## config.mk

```make
export PLATFORM = sky130hd
export DESIGN_NAME = fwd_hazard_unit
export DESIGN_NICKNAME = d
export VERILOG_FILES = /design/src/rtl/fwd_hazard_unit_pkg.sv /design/src/rtl/fwd_hazard_unit_fwd_sel.sv /design/src/rtl/fwd_hazard_unit.sv
export SDC_FILE = /design/constraint.sdc
export NUM_CORES = 1
export LEC_CHECK = 0
export CAP_MARGIN = 20
export CELL_PAD_IN_SITES_DETAIL_PLACEMENT = 1
export CELL_PAD_IN_SITES_GLOBAL_PLACEMENT = 2
export CORE_ASPECT_RATIO = 1.25
export CORE_MARGIN = 1.5
export CORE_UTILIZATION = 22
export DETAILED_ROUTE_END_ITERATION = 7
export PLACE_DENSITY = 0.84
export RECOVER_POWER = 100
export REMOVE_ABC_BUFFERS = 1
export SLEW_MARGIN = 25
export SYNTH_ARGS = -nofsm -noshare
export SYNTH_HDL_FRONTEND = slang
export SYNTH_HIERARCHICAL = 1
export SYNTH_SLANG_ARGS = --single-unit
```

## constraint.sdc

```tcl
create_clock -name clk -period 2.5 [get_ports clk]
set_input_delay 0.375 -clock clk [delete_from_list [all_inputs] [get_ports clk]]
set_output_delay 0.375 -clock clk [all_outputs]
set_load 0.05 [all_outputs]
```

## src/rtl/fwd_hazard_unit_pkg.sv

```systemverilog
// Shared pipeline definitions: operand select codes and hazard FSM states.
package fwd_hazard_unit_pkg;

  typedef enum logic [1:0] {
    FWD_REG    = 2'b00,
    FWD_EXALU  = 2'b01,
    FWD_MEMALU = 2'b10,
    FWD_MEMDO  = 2'b11
  } fwd_code_t;

  typedef enum logic {
    RUN   = 1'b0,
    STALL = 1'b1
  } hz_state_t;

endpackage

```

## src/rtl/fwd_hazard_unit_fwd_sel.sv

```systemverilog
// Per-operand forwarding: compare one source register against the EX/MEM
// destinations and pick the youngest producer's value.
module fwd_sel #(
  parameter int WIDTH = 32,
  parameter int RW    = 5
) (
  input  logic [RW-1:0]    src,
  input  logic             ewreg,
  input  logic             em2reg,
  input  logic [RW-1:0]    ern,
  input  logic             mwreg,
  input  logic             mm2reg,
  input  logic [RW-1:0]    mrn,
  input  logic [WIDTH-1:0] q,
  input  logic [WIDTH-1:0] r,
  input  logic [WIDTH-1:0] mr,
  input  logic [WIDTH-1:0] mdo,
  output logic [1:0]       fwd,
  output logic [WIDTH-1:0] val
);
  import fwd_hazard_unit_pkg::*;

  logic      src_nz;
  logic      ex_hit;
  logic      mem_hit;
  fwd_code_t code;

  // An EX load cannot forward yet; it falls through so an older MEM producer may still match.
  always_comb begin
    src_nz  = (src != '0);
    ex_hit  = ewreg && !em2reg && src_nz && (ern == src);
    mem_hit = mwreg && src_nz && (mrn == src);
    code    = FWD_REG;
    if (ex_hit)
      code = FWD_EXALU;
    else if (mem_hit && !mm2reg)
      code = FWD_MEMALU;
    else if (mem_hit)
      code = FWD_MEMDO;
  end

  always_comb begin
    val = q;
    case (code)
      FWD_REG:    val = q;
      FWD_EXALU:  val = r;
      FWD_MEMALU: val = mr;
      FWD_MEMDO:  val = mdo;
      default:    val = q;
    endcase
  end

  assign fwd = code;

endmodule

```

## src/rtl/fwd_hazard_unit.sv

```systemverilog
// ID-stage forwarding and load-use hazard unit with registered ID/EX operands.
// The MEM read-data input is named mdo because "do" is a reserved word.
module fwd_hazard_unit #(
  parameter int WIDTH = 32,
  parameter int RW    = 5,
  parameter int CW    = 16
) (
  input  logic             clk,
  input  logic             rst,
  input  logic [RW-1:0]    rs,
  input  logic [RW-1:0]    rt,
  input  logic             use_rs,
  input  logic             use_rt,
  input  logic [WIDTH-1:0] qa,
  input  logic [WIDTH-1:0] qb,
  input  logic             ewreg,
  input  logic             em2reg,
  input  logic [RW-1:0]    ern,
  input  logic [WIDTH-1:0] r,
  input  logic             mwreg,
  input  logic             mm2reg,
  input  logic [RW-1:0]    mrn,
  input  logic [WIDTH-1:0] mr,
  input  logic [WIDTH-1:0] mdo,
  input  logic             flush,
  output logic [1:0]       fwda,
  output logic [1:0]       fwdb,
  output logic             stall,
  output logic [WIDTH-1:0] ea,
  output logic [WIDTH-1:0] eb,
  output logic             ebubble,
  output logic [CW-1:0]    stall_cnt
);
  import fwd_hazard_unit_pkg::*;

  logic [RW-1:0]    op_rn  [2];
  logic [WIDTH-1:0] op_q   [2];
  logic [WIDTH-1:0] op_val [2];
  logic [1:0]       op_fwd [2];

  hz_state_t        state_reg, state_next;
  logic             load_use;
  logic [WIDTH-1:0] ea_reg, eb_reg;
  logic             ebubble_reg;
  logic [CW-1:0]    stall_cnt_reg;

  assign op_rn[0] = rs;
  assign op_rn[1] = rt;
  assign op_q[0]  = qa;
  assign op_q[1]  = qb;

  for (genvar gi = 0; gi < 2; gi++) begin : g_op
    fwd_sel #(
      .WIDTH(WIDTH),
      .RW   (RW)
    ) u_fwd_sel (
      .src   (op_rn[gi]),
      .ewreg (ewreg),
      .em2reg(em2reg),
      .ern   (ern),
      .mwreg (mwreg),
      .mm2reg(mm2reg),
      .mrn   (mrn),
      .q     (op_q[gi]),
      .r     (r),
      .mr    (mr),
      .mdo   (mdo),
      .fwd   (op_fwd[gi]),
      .val   (op_val[gi])
    );
  end

  assign fwda = op_fwd[0];
  assign fwdb = op_fwd[1];

  // A load in EX feeding a used source needs one bubble before it reaches MEM.
  always_comb begin
    load_use   = ewreg && em2reg && (ern != '0) &&
                 ((use_rs && (ern == rs)) || (use_rt && (ern == rt)));
    stall      = 1'b0;
    state_next = state_reg;
    case (state_reg)
      RUN: begin
        stall = load_use && !rst;
        if (stall && !flush)
          state_next = STALL;
      end
      STALL:   state_next = RUN;
      default: state_next = RUN;
    endcase
  end

  always_ff @(posedge clk) begin
    if (rst) begin
      state_reg     <= RUN;
      ea_reg        <= '0;
      eb_reg        <= '0;
      ebubble_reg   <= 1'b1;
      stall_cnt_reg <= '0;
    end else begin
      state_reg <= state_next;
      if (stall || flush) begin
        ea_reg      <= '0;
        eb_reg      <= '0;
        ebubble_reg <= 1'b1;
      end else begin
        ea_reg      <= op_val[0];
        eb_reg      <= op_val[1];
        ebubble_reg <= 1'b0;
      end
      if (state_reg == RUN && state_next == STALL && stall_cnt_reg != '1)
        stall_cnt_reg <= stall_cnt_reg + 1'b1;
    end
  end

  assign ea        = ea_reg;
  assign eb        = eb_reg;
  assign ebubble   = ebubble_reg;
  assign stall_cnt = stall_cnt_reg;

endmodule
```

==> run metrics <==
fmax 407 MHz; Mapped Cells around 700; maximum capacitance violations 0; simple-gate portion of the synthesized area 30.0%; global-route wire length before repair 45200 um; DIE HEIGHT 182 um; status complete, no violations; Power Internal 0.00271 W; drt first-iter violations 352; Mean Syn Cell Area 8.03 sq um; Syn-to-layout area delta 69.9%; Synth async-reset ratio 0%; Seq/Total Area, Yosys around 29%; Post-DRT Antenna Nets 0; clock skew about 0.0061 ns; Routed WL 30100 um; Final period util 98.2%; largest family of logic cells by synthesized area simple AND/OR/NAND/NOR gates; core area 25200 sq um; GRT Overall Usage ~22%; Net Switching 0.00126 W; antenna cells 0; TritonCTS Sinks between 80 and 90; WL/cell 22.7 um; WS Path Type in -> out; Slew @ Worst Pin 0.735 ns; Worst-Skew Late Latency 0.35 ns; Synth Area in Compound Gates 28.8%; mux share of post-synthesis cell area 0.398%; fillers 2941; via count 7000; Critical Path AT 2.08 ns; die width between 100 and 150 um; crit start category input pin; Row Count 65; Final Wtd Congestion 0.820; die footprint between 20000 and 30000 sq um; worst slack, placed -0.373 ns; overall power after layout 0.00397 W; most frequent cells in the layout clkdlybuf4s50_1 (176), dfxtp_1 (82), dlygate4sd3_1 (81); Sequential Power Share 34.6%; top-level I/O count 275; initial antenna violation count 0; Final Net Count 1175; Final Util 38.1%; Required @ worst endpoint 2.12 ns; dpl hpwl 22000 um; Pre-Repair DR Iteration Count 5; Main synth FF type dfxtp_1; DRC Markers 0; Root Driver clkbuf_16; Initial Utilization about 22%; Adder-Cell Fraction of Synth Area less than 1%; Post-synth EDFFs 0; synth warn 6; Clock transition at path regs 0.06 ns; Logic pwr share 31.3%; CTS H-tree depth 3; crit end category output port; commonest non-fill, non-tap cell in the layout clkdlybuf4s50_1; total congestion overflow 0; maximum vdd drop between 0.2 and 0.3 mV; relative slew slack 50.6%; Switching Fraction 31.8%; worst-path maximum fanout 2; register bit count reported by yosys 82; Hold WC Path Type reg -> reg; DP Area 9240 sq um; vias in the first global route ~7400; ratio of cells with drive above 1 in the final layout 12.0%; post-route design area between 9000 and 10000 sq um; mapped cell area between 5000 and 6000 sq um; clock tree buffer depth 2; Clk pwr share about a third; IO buf count ~270; Setup Viol. Count Final 0; Worst Setup Slack, final 0.0438 ns; largest net degree at the start of global routing 53; post-synthesis xor/xnor area fraction 4.65%; number of CTS-inserted buffers 9; CTS tree yes; final critical-path required period 2.46 ns; Power Density 413 nW/um^2; Synth cell types 41; Final Hold Viols 0; P_leak roughly 3.4 nW; vias per cell between 5 and 6; fin. max-slew vios 0
-- per-layer routing --
metal  GRT usage, %  routed length [um]  up-vias
li1               -                   -     3284
met1           26.6               12400     3378
met2           38.9               14800      290
met3           4.20                1780       48
met4           8.89                 986        0
met5              0                   0        -
-- power groups by stage --
stage                     sequential, W  combinational (W)  clock, W
after global routing            0.00137            0.00131   0.00144
after global placement          0.00140            0.00124         0
after floorplan                 0.00157           0.000299         0
after detailed placement        0.00140            0.00125         0
final                           0.00137            0.00124   0.00135
after CTS                       0.00137            0.00127   0.00140
-- cell usage after synthesis (2+ instances only) --
cell type   n  area [sq um]
a2111oi_0  64           561
a21oi_1    78           390
a31o_2      2          17.5
and2_1     65           407
and3_1      3          18.8
and4_1      2          17.5
buf_1       2          7.51
buf_2       8          40.0
buf_6       8          90.1
clkbuf_1   65           244
dfxtp_1    82          1640
inv_1       3          11.3
mux2_2      2          22.5
nand2_1     9          33.8
nand2b_1    3          18.8
nand3_1     5          25.0
nand4_1    74           463
nor2_1      9          33.8
nor2b_1    66           413
nor3_1      5          25.0
nor4_1      2          12.5
o211a_1     2          20.0
o211ai_1    3          22.5
o21ai_0     3          15.0
o31ai_1    76           571
or2_0       3          18.8
or3_1       3          18.8
or4_1      15           113
or4_4       2          22.5
xnor2_1    20           175
xor2_1     10          87.6
-- logic make-up after synthesis --
group | count (synthesis)
AO/OA/AOI/OAI | 232
XOR/XNOR | 30
adder cells (fa/ha/maj) | 1
buffers and inverters | 86
flip-flops | 82
multiplexers | 2
AND/OR/NAND/NOR | 271
-- final cells by class --
class                      count  area (sq um)  area share, %
inverter                       3          11.3          0.117
timing repair buffer         353          3530           36.8
clock buffer                  14           284           2.96
tap                          335           419           4.36
clock inverter                 1          7.51         0.0782
multi-input combinational    536          3710           38.6
sequential                    82          1640           17.1
-- per-stage QoR --
step                setup TNS (ns)  std cells  hold WS (ns)
floorplan                  -117.37        621         0.444
global placement            -11.98       1303         0.483
global route              -0.00436       1324         0.533
CTS                              0       1325         0.516
finish                           0       1324         0.506
detailed placement          -12.48       1303         0.505
-- final timing paths --
path,from,end,slack (ns),depth (start not counted)
max reg2reg,stall_cnt[0],stall_cnt[10],0.27,6
max,rt[4],fwdb[1],0.04,8
min reg2reg,stall_cnt[15],stall_cnt[15],0.51,2
min,stall_cnt[15],stall_cnt[15],0.51,2
-- critical path, stage by stage --
cell,delay (ns)
dlygate4sd2_1,0.26
or4_4,0.54
buf_6,0.14
o211ai_1,0.27
buf_4,0.18
nor3_2,0.03
buf_4,0.14
buf_12,0.14
-- repair_timing --
| item | CTS | global route |
|---|---|---|
| setup endpoints to repair | 5 | 7 |
| resized for setup | 17 | 10 |
| pin swaps | 6 | 8 |
| buffers inserted | 7 | 0 |
| hold buffers | 0 | 0 |
No activity file was read; power rests on OpenSTA's default activity.
==> RTL change (config.mk and constraints unchanged) <==
Put one more register stage on the output `stall_cnt`, with the module's reset. The value now appears one clock later. The other outputs are not delayed to match.
--- a/src/rtl/fwd_hazard_unit.sv
+++ b/src/rtl/fwd_hazard_unit.sv
@@ -117,5 +117,11 @@
   assign eb        = eb_reg;
   assign ebubble   = ebubble_reg;
-  assign stall_cnt = stall_cnt_reg;
+  always_ff @(posedge clk) begin
+    if (rst) begin
+      stall_cnt <= '0;
+    end else begin
+      stall_cnt <= stall_cnt_reg;
+    end
+  end
 
 endmodule
Formal check against the unedited RTL: not equivalent (a bounded check fails within 4 cycles, from zero or initial values and one cycle with rst high).
==> RTL change against the original RTL <==
Sequential cell count is 16 higher. Total power increased by 6.9%. Wire length increased by 5.5%. Setup slack got worse by 0.0051 ns. First-iteration DRC count up 9.4%. Cell area rose by 4.5%. Register-to-register slack improved by 0.05 ns. Area after synthesis up 7.1%. Critical path type unchanged.
==> RTL change: results (changes against the original RTL) <==
* Fillcell total at 3115 (+5.9%)
* Leakage power at 3.64 nW (+7.8%)
* Seq Cell Count at 98 (+20%)
* Status: finished clean
* Fin Clk Skew at 0.00708 ns (+0.000989 ns)
* Vias at 7272 (+3.9%)
* Final #Nets at 1213 (+3.2%)
* Reg2reg start: stall_cnt_reg[0]
* Global-route wire length before repair at 46.8 mm (+3.6%)
* DP Worst Slack at -0.325 ns (+0.0479 ns)
* Vias in the first global route at 7654 (+3.3%)
* Top layer in use: met5
* Initial antenna violation count at 4 (+4)
* Sequential power share at 0.384 (+0.038)
* Hold EP: stall_cnt[15]
* Multi-input comb cells at 547 (+2.1%)
* Post-Place Cell Area at 0.00965 mm² (+4.5%)
* Non-CTS inverters at 2 (-1)
* Non-clk bufs at 365 (+3.4%)
* CP top delay family: simple AND/OR/NAND/NOR gates
* Total Wirelength at 31.7 mm (+5.5%)
* Slew HR at 0.148 (-0.358)
* Syn Area/Cell at 8.31 µm² (+3.5%)
* GR Util met3 at 0.0407 (-0.00132)
* Largest net degree at the start of global routing at 54 (+1.9%)
* Distinct cells, synth at 40 (-2.4%)
* GRT met1 Usage at 0.251 (-0.0154)
* Post-synth top cells: dfxtp_1 (98), nor2b_1 (80), nand4_1 (75)
* Reg2Reg Depth at 7 (+1)
* Post-cts repair resize count at 21 (+4)
* Buffering overhead at 0.353 (-0.0142)
* Max rail drop VDD at 0.245 mV (-4.3%)
* Post-synthesis sequential area ratio at 0.324 (+0.0336)
* M2 GR Usage at 0.394 (+0.00508)
* Crit Path Max Fanout at 3 (+1)
* R2R setup slack at 0.32 ns (+0.05 ns)
[RTL change: metrics by stage]
step,hold slack (ns),util,cells
global route,0.545,0.373,1376
floorplan,0.444,-,647
finish,0.530,0.373,1378
CTS,0.530,0.372,1369
global placement,0.509,0.359,1349
detailed placement,0.519,0.359,1349
[RTL change: cell families after synthesis]
group / Yosys count / synth area share
flip-flops: 98 / 0.324
adder cells (fa/ha/maj): 1 / 0.00207
AO/OA/AOI/OAI: 212 / 0.249
AND/OR/NAND/NOR: 292 / 0.296
buffers and inverters: 84 / 0.0637
XOR/XNOR: 30 / 0.0434
multiplexers: 12 / 0.0223
[RTL change: worst max-delay path by stage]
stage,start,end,slack [ns],cells after the start
2_1_floorplan,em2reg,fwda[1],-2.08,4
3_3_place_gp,rt[1],fwdb[1],-0.32,7
3_5_place_dp,rt[1],fwdb[1],-0.32,7
4_1_cts,rt[0],fwdb[1],0.006,8
5_1_grt,ewreg,stall,0.003,6
6_report,ern[1],stall,0.04,6
